[config.mk]
export PLATFORM = sky130hd
export DESIGN_NAME = qcore_dmem_arb
export DESIGN_NICKNAME = d
export VERILOG_FILES = /design/src/rtl/qproc_pkg.sv /design/src/rtl/qcore_dmem_arb.sv
export SDC_FILE = /design/constraint.sdc
export NUM_CORES = 1
export LEC_CHECK = 0
export BUFFER_PORTS_ARGS = -buffer_cell sky130_fd_sc_hd__buf_4
export CAP_MARGIN = 20
export CORE_MARGIN = 8
export CORE_UTILIZATION = 35
export CTS_CLUSTER_SIZE = 20
export DETAILED_ROUTE_END_ITERATION = 6
export PLACE_DENSITY = 0.83
export SLEW_MARGIN = 20
export SYNTH_ARGS = -nofsm -noshare
export SYNTH_HDL_FRONTEND = slang
export SYNTH_SLANG_ARGS = --single-unit
[constraint.sdc]
create_clock -name c_clk_i -period 2.4 [get_ports c_clk_i]
set_input_delay 0.24 -clock c_clk_i [delete_from_list [all_inputs] [get_ports c_clk_i]]
set_output_delay 0.24 -clock c_clk_i [all_outputs]
set_load 0.1 [all_outputs]
[src/rtl/qproc_pkg.sv]
// Shared definitions for the qcore processor data-memory path.
package qproc_pkg;

  // Owner of an in-flight data-memory read.
  typedef enum logic [1:0] {
    OWN_NONE,
    OWN_CORE,
    OWN_DMA
  } dmem_own_t;

  // Default limit on consecutive cycles the DMA may lose arbitration.
  localparam int DMEM_MAX_WAIT_DEF = 4;

endpackage : qproc_pkg

[src/rtl/qcore_dmem_arb.sv]
// Data-memory arbiter: CPU has fixed priority, DMA is protected from
// starvation by a wait counter, and one-cycle read data is routed back
// to whichever requester issued the read.
module qcore_dmem_arb
  import qproc_pkg::*;
#(
  parameter int DMEM_AW  = 8,
  parameter int DW       = 32,
  parameter int MAX_WAIT = DMEM_MAX_WAIT_DEF
) (
  input  logic               c_clk_i,
  input  logic               c_rst_i,
  input  logic               core_req_i,
  input  logic               core_we_i,
  input  logic [DMEM_AW-1:0] core_addr_i,
  input  logic [DW-1:0]      core_w_dt_i,
  output logic               core_gnt_o,
  output logic               core_r_vld_o,
  output logic [DW-1:0]      core_r_dt_o,
  input  logic               dma_req_i,
  input  logic               dma_we_i,
  input  logic [DMEM_AW-1:0] dma_addr_i,
  input  logic [DW-1:0]      dma_w_dt_i,
  output logic               dma_gnt_o,
  output logic               dma_r_vld_o,
  output logic [DW-1:0]      dma_r_dt_o,
  output logic               mem_we_o,
  output logic [DMEM_AW-1:0] mem_addr_o,
  output logic [DW-1:0]      mem_w_dt_o,
  input  logic [DW-1:0]      mem_r_dt_i,
  output logic [15:0]        conflict_cnt_o
);

  localparam logic [3:0]  WAIT_LIMIT = 4'(MAX_WAIT);
  localparam logic [15:0] CNT_MAX    = 16'hFFFF;

  logic [3:0]  wait_cnt_reg;
  logic [3:0]  wait_cnt_next;
  dmem_own_t   rd_own_reg;
  dmem_own_t   rd_own_next;
  logic [15:0] conflict_cnt_reg;
  logic [15:0] conflict_cnt_next;
  logic        force_dma;
  logic        core_gnt;
  logic        dma_gnt;

  // Grant decision: a DMA that has waited the limit wins, otherwise the CPU wins.
  always_comb begin
    force_dma = dma_req_i && (wait_cnt_reg == WAIT_LIMIT);
    core_gnt  = core_req_i && !force_dma;
    dma_gnt   = dma_req_i && !core_gnt;
  end

  // Memory port mux; with no grant the CPU inputs pass through harmlessly.
  always_comb begin
    mem_we_o   = 1'b0;
    mem_addr_o = core_addr_i;
    mem_w_dt_o = core_w_dt_i;
    if (dma_gnt) begin
      mem_we_o   = dma_we_i;
      mem_addr_o = dma_addr_i;
      mem_w_dt_o = dma_w_dt_i;
    end else if (core_gnt) begin
      mem_we_o   = core_we_i;
    end
  end

  // Next-state for the starvation counter, read owner tag and conflict counter.
  always_comb begin
    wait_cnt_next     = 4'd0;
    rd_own_next       = OWN_NONE;
    conflict_cnt_next = conflict_cnt_reg;

    if (dma_req_i && !dma_gnt && (wait_cnt_reg != WAIT_LIMIT)) begin
      wait_cnt_next = wait_cnt_reg + 4'd1;
    end else if (dma_req_i && !dma_gnt) begin
      wait_cnt_next = wait_cnt_reg;
    end

    if (core_gnt && !core_we_i) begin
      rd_own_next = OWN_CORE;
    end else if (dma_gnt && !dma_we_i) begin
      rd_own_next = OWN_DMA;
    end

    if (core_req_i && dma_req_i && (conflict_cnt_reg != CNT_MAX)) begin
      conflict_cnt_next = conflict_cnt_reg + 16'd1;
    end
  end

  // State registers with synchronous reset.
  always_ff @(posedge c_clk_i) begin
    if (c_rst_i) begin
      wait_cnt_reg     <= 4'd0;
      rd_own_reg       <= OWN_NONE;
      conflict_cnt_reg <= 16'd0;
    end else begin
      wait_cnt_reg     <= wait_cnt_next;
      rd_own_reg       <= rd_own_next;
      conflict_cnt_reg <= conflict_cnt_next;
    end
  end

  assign core_gnt_o     = core_gnt;
  assign dma_gnt_o      = dma_gnt;
  // A return pending across a reset cycle is suppressed, not just cleared after it.
  assign core_r_vld_o   = (rd_own_reg == OWN_CORE) && !c_rst_i;
  assign dma_r_vld_o    = (rd_own_reg == OWN_DMA) && !c_rst_i;
  assign core_r_dt_o    = mem_r_dt_i;
  assign dma_r_dt_o     = mem_r_dt_i;
  assign conflict_cnt_o = conflict_cnt_reg;

endmodule : qcore_dmem_arb

### Word-level counts from Yosys, hierarchy flattened

Cells that the tools add are included.

| word-level totals | value |
|---|---|
| input bits | 118 |
| bits in registers | 22 |

| operators by class | value |
|---|---|
| add/subtract/negate cells | 2 |
| reduce and logical (&&, ||, !) cells | 18 |
| multiplexer cells | 8 |
| eq/ne operators | 6 |

Operators by type and width:

| kind | count |
|---|---|
| two-way mux 32 bit | 1 |
| adder 16 x 1 -> 16 bit (second input constant) | 1 |
| != test 16 bit (second input constant) | 1 |
| logical AND 1 bit | 11 |
| two-way mux 4 bit | 2 |
| two-way mux 8 bit | 1 |
| zero test 1 bit | 6 |
| adder 4 x 1 -> 4 bit (second input constant) | 1 |
| == test 4 x 3 -> 1 bit (second input constant) | 1 |
| != test 4 x 3 -> 1 bit (second input constant) | 1 |
| two-way mux 1 bit | 3 |
| == test 2 x 1 -> 1 bit (second input constant) | 1 |
| == test 2 bit (second input constant) | 1 |
| two-way mux 2 bit | 1 |
| != test 2 x 1 -> 1 bit (second input constant) | 1 |
| OR reduction 2 bit | 1 |

### Depth between registers and ports, before layout

| depth | value |
|---|---|
| depth after elaboration | 10 |
| gate-level depth with buffers | 8 |
| gate-level depth less buffers | 6 |

### Least setup slack after synthesis

No wires, ideal clock.

| timing | value |
|---|---|
| path type | input to output |
| start | in c_rst_i |
| end | out core_r_vld_o |
| buffers on the path | 1 |
| path slack | -0.404 ns |
| required time | 2.160 ns |
| arrival time | 2.564 ns |
| stages | 2 |
| path through | buf_6 > nor3b_1 |

| between the ends | value |
|---|---|
| cells in the longest elaborated chain, start to end | 2 |

Ends and longest elaborated chain:

| what | RTL line | text |
|---|---|---|
| start: declaration | qcore_dmem_arb.sv:12 | `input logic c_rst_i,` |
| zero test 1 bit | qcore_dmem_arb.sv:107 | `assign core_r_vld_o = (rd_own_reg == OWN_CORE) && !c_rst_i;` |
| logical AND 1 bit | qcore_dmem_arb.sv:107 |  |
| end: declaration | qcore_dmem_arb.sv:18 | `output logic core_r_vld_o,` |

No other way between the ends.

### Worst setup path after layout

| timing | value |
|---|---|
| start | reg wait_cnt_reg[0] |
| end | out mem_w_dt_o[29] |

| between the ends | value |
|---|---|
| cells in the longest elaborated chain, start to end | 7 |

Ends and longest elaborated chain:

| what | RTL line | text |
|---|---|---|
| start: declaration | qcore_dmem_arb.sv:37 | `logic [3:0] wait_cnt_reg;` |
| start signal: assignment | qcore_dmem_arb.sv:98 | `wait_cnt_reg <= wait_cnt_next;` |
| == test 4 x 3 -> 1 bit | qcore_dmem_arb.sv:49 | `force_dma = dma_req_i && (wait_cnt_reg == WAIT_LIMIT);` |
| logical AND 1 bit | qcore_dmem_arb.sv:49 |  |
| zero test 1 bit | qcore_dmem_arb.sv:50 | `core_gnt = core_req_i && !force_dma;` |
| logical AND 1 bit | qcore_dmem_arb.sv:50 |  |
| zero test 1 bit | qcore_dmem_arb.sv:51 | `dma_gnt = dma_req_i && !core_gnt;` |
| logical AND 1 bit | qcore_dmem_arb.sv:51 |  |
| two-way mux 32 bit | qcore_dmem_arb.sv:59 | `if (dma_gnt) begin` |
| end: declaration | qcore_dmem_arb.sv:29 | `output logic [DW-1:0] mem_w_dt_o,` |

No other way between the ends.

==> summary.md <==
| Metric | Value |
|---|---|
| Arr. time, crit path | 2.05 ns |
| GRT Total Usage | 15.9% |
| Vias in the first global route | 2184 |
| Main synth FF type | dfxtp_1 |
| Most common cell after layout, fill and taps aside | buf_4 |
| Placed cell area | 2850 um^2 |
| Max Root-Sink Buffers | 2 |
| Die Height | 94.5 um |
| First-pass GRT wire length | 11300 um |
| Worst-margin pin slew | 0.474 ns |
| Hold Vio Cnt, Final | 0 |
| Count of final setup violators | 0 |
| Core region area | 5960 um^2 |
| Number of flip-flops in the largest register | 16 |
| Worst path bufs/invs | 3 |
| Worst hold margin | 0.145 ns |
| Clock Pin Slew Worst Setup and Hold Paths | 0.07 ns |
| Hold Path Class | primary input to flip-flop |
| WL final | 7950 um |
| Post-route cell area | 3010 um^2 |
| #FFs+latches synth | 22 |
| Power Dens Cells | 460 nW/um^2 |
| Wire per inst | 19.3 um |
| Initial antenna violation count | 0 |
| Yosys warns | 0 |
| Post-synth cell types | 38 |
| Slew HR | 68.4% |
| TritonCTS clock tree | built |
| Largest net degree at the start of global routing | 25 |
| Max Clock Freq | 0.436 GHz |
| Port Buf Inserts | 146 |
| Initial DRC count | 49 |
| CP max-delay cell | mux2_2 |
| Via/cell ratio | 5.13 |
| Final RePlAce weighted congestion | 0.848 |
| Critical Path Start Type | flip-flop |
| Worst vdd ir | 0.351 mV |
| Post-synthesis sequential area ratio | 20.4% |
| Min cycle time layout | 2.29 ns |
| TritonCTS buffer count | 3 |
| Worst-Skew Late Latency | 0.26 ns |
| Worst slack, placed | ~0.27 ns |
| Synth-to-layout area growth | 39.6% |
| Critical Path Sink Type | primary output |
| Commonest non-fill, non-tap cells in the layout | 133 x buf_4, 43 x mux2_2, 20 x dfxtp_1 |
| Clock root cell | clkbuf_8 |
| Design Power | 1.38 mW |
| Antenna cells | 0 |
| DP HPWL | roughly 6500 um |
| LEAKAGE | 1.32 nW |
| Max-Cap Viols | 0 |
| RSZ-0062 raised after global routing | no |
| Req. time, crit path | around 2.2 ns |
| Layout Skew | 0.00479 ns |
| Slew Viols, Final | 0 |
| Post-synth ARST share | 0% |
| Boundary pin count | 243 |
| DRC viols | 0 |
| Htree depth | 1 |
| Layout cells sized above 1 | 61.6% |
| Mapped Cells | around 250 |
| Routed Antenna Nets | 0 |
| Die width | 94.5 um |
| Net Count, Synth | 375 |
| Final period util | 95.5% |
| Worst-path maximum fanout | 19 |
| CP Cell Sequence | inv_1, ha_1, nand4b_1, nand2_2, and2_4, buf_12, mux2_2, buf_4 |
| Vias | 2110 |
| Synth Cell Area | 2160 um^2 |
| Initial core utilization | 36.2% |
| Crit-path leading delay family | buffers and inverters |
| Synthesized area per cell | 8.49 um^2 |
| # nets final | 459 |
| Rows | 28 |
| Hold Buf Count CTS | 0 |
| CP max stage delay | 0.36 ns |
| GRT overflow | 0 |
| Setup TNS | 0 ns |
| Kind of critical path | flip-flop to primary output |
| Area of the die | 8930 um^2 |
| DR pass1 iterations | 4 |
| Sink Count | 22 |
| Outcome | finished clean |
| EDFF count, synth | 0 |
| Worst setup margin | 0.107 ns |
## area by class of cell
| type | instances | area [um^2] |
|---|---|---|
| Clock buffer | 3 | 41.3 |
| Fill cell | 559 | 2950 |
| Inverter | 7 | 26.3 |
| Multi-Input combinational cell | 152 | 1160 |
| Sequential cell | 22 | 443 |
| Tap cell | 75 | 93.8 |
| Timing Repair Buffer | 152 | 1240 |
## final timing paths
| check | endpoint | slack (ns) | cells after the start | start |
|---|---|---|---|---|
| min reg2reg | wait_cnt_reg[0] | 0.49 | 1 | wait_cnt_reg[0] |
| max | mem_w_dt_o[29] | 0.11 | 8 | wait_cnt_reg[0] |
| min | rd_own_reg[0] | 0.14 | 2 | core_we_i |
| max reg2reg | conflict_cnt_o[8] | 0.55 | 6 | conflict_cnt_o[0] |
## power by group
group	switching (mW)	internal (mW)
sequential	0.00399	0.369
combinational	0.541	0.240
clock	0.118	0.112
## stage by stage
| step | util, % | std cells |
|---|---|---|
| after floorplan | - | 254 |
| after global placement | 47.8 | 404 |
| after detailed placement | 47.8 | 404 |
| after CTS | 49.4 | 410 |
| after global routing | 50.5 | 411 |
| final | 50.5 | 411 |
## synthesized netlist by cell type, drive strengths merged, types with 3 or more instances
cell type	count	area, um^2
nor2b	3	18.8
o31ai	7	52.6
inv	7	26.3
nor3b	3	22.5
o21ai	4	20.0
nor3	7	35.0
mux2	43	484
dfxtp	22	440
and3	3	20.0
nor2	11	41.3
clkbuf	3	11.3
buf	70	519
nand3	12	72.6
nor4	4	40.0
a21oi	10	50.1
nand2	12	45.0
or4	7	53.8
ha	3	37.5
nand4	5	31.3
and2	4	25.0
## cells by family after synthesis
family                   synth area share (%)
buffers and inverters                    25.8
AND/OR/NAND/NOR                          21.3
multiplexers                             22.4
AO/OA/AOI/OAI                            7.42
flip-flops                               20.4
adder cells (fa/ha/maj)                  1.74
XOR/XNOR                                0.812
## timing repair
| item | in CTS | in global routing |
|---|---|---|
| pin swaps | 0 | 1 |
| gates cloned | 1 | 0 |
| setup buffers | 2 | 1 |
| endpoints found under the setup margin | 36 | 34 |
| resized for setup | 2 | 19 |
## per-layer routing
metal | track usage, % | routed length (um)
met1 | 17.4 | 2860
met2 | 26.9 | 4170
met3 | 8.33 | 832
met4 | 2.73 | 82
met5 | 0 | 0
Note: power is estimated with default switching activity, not from simulation.
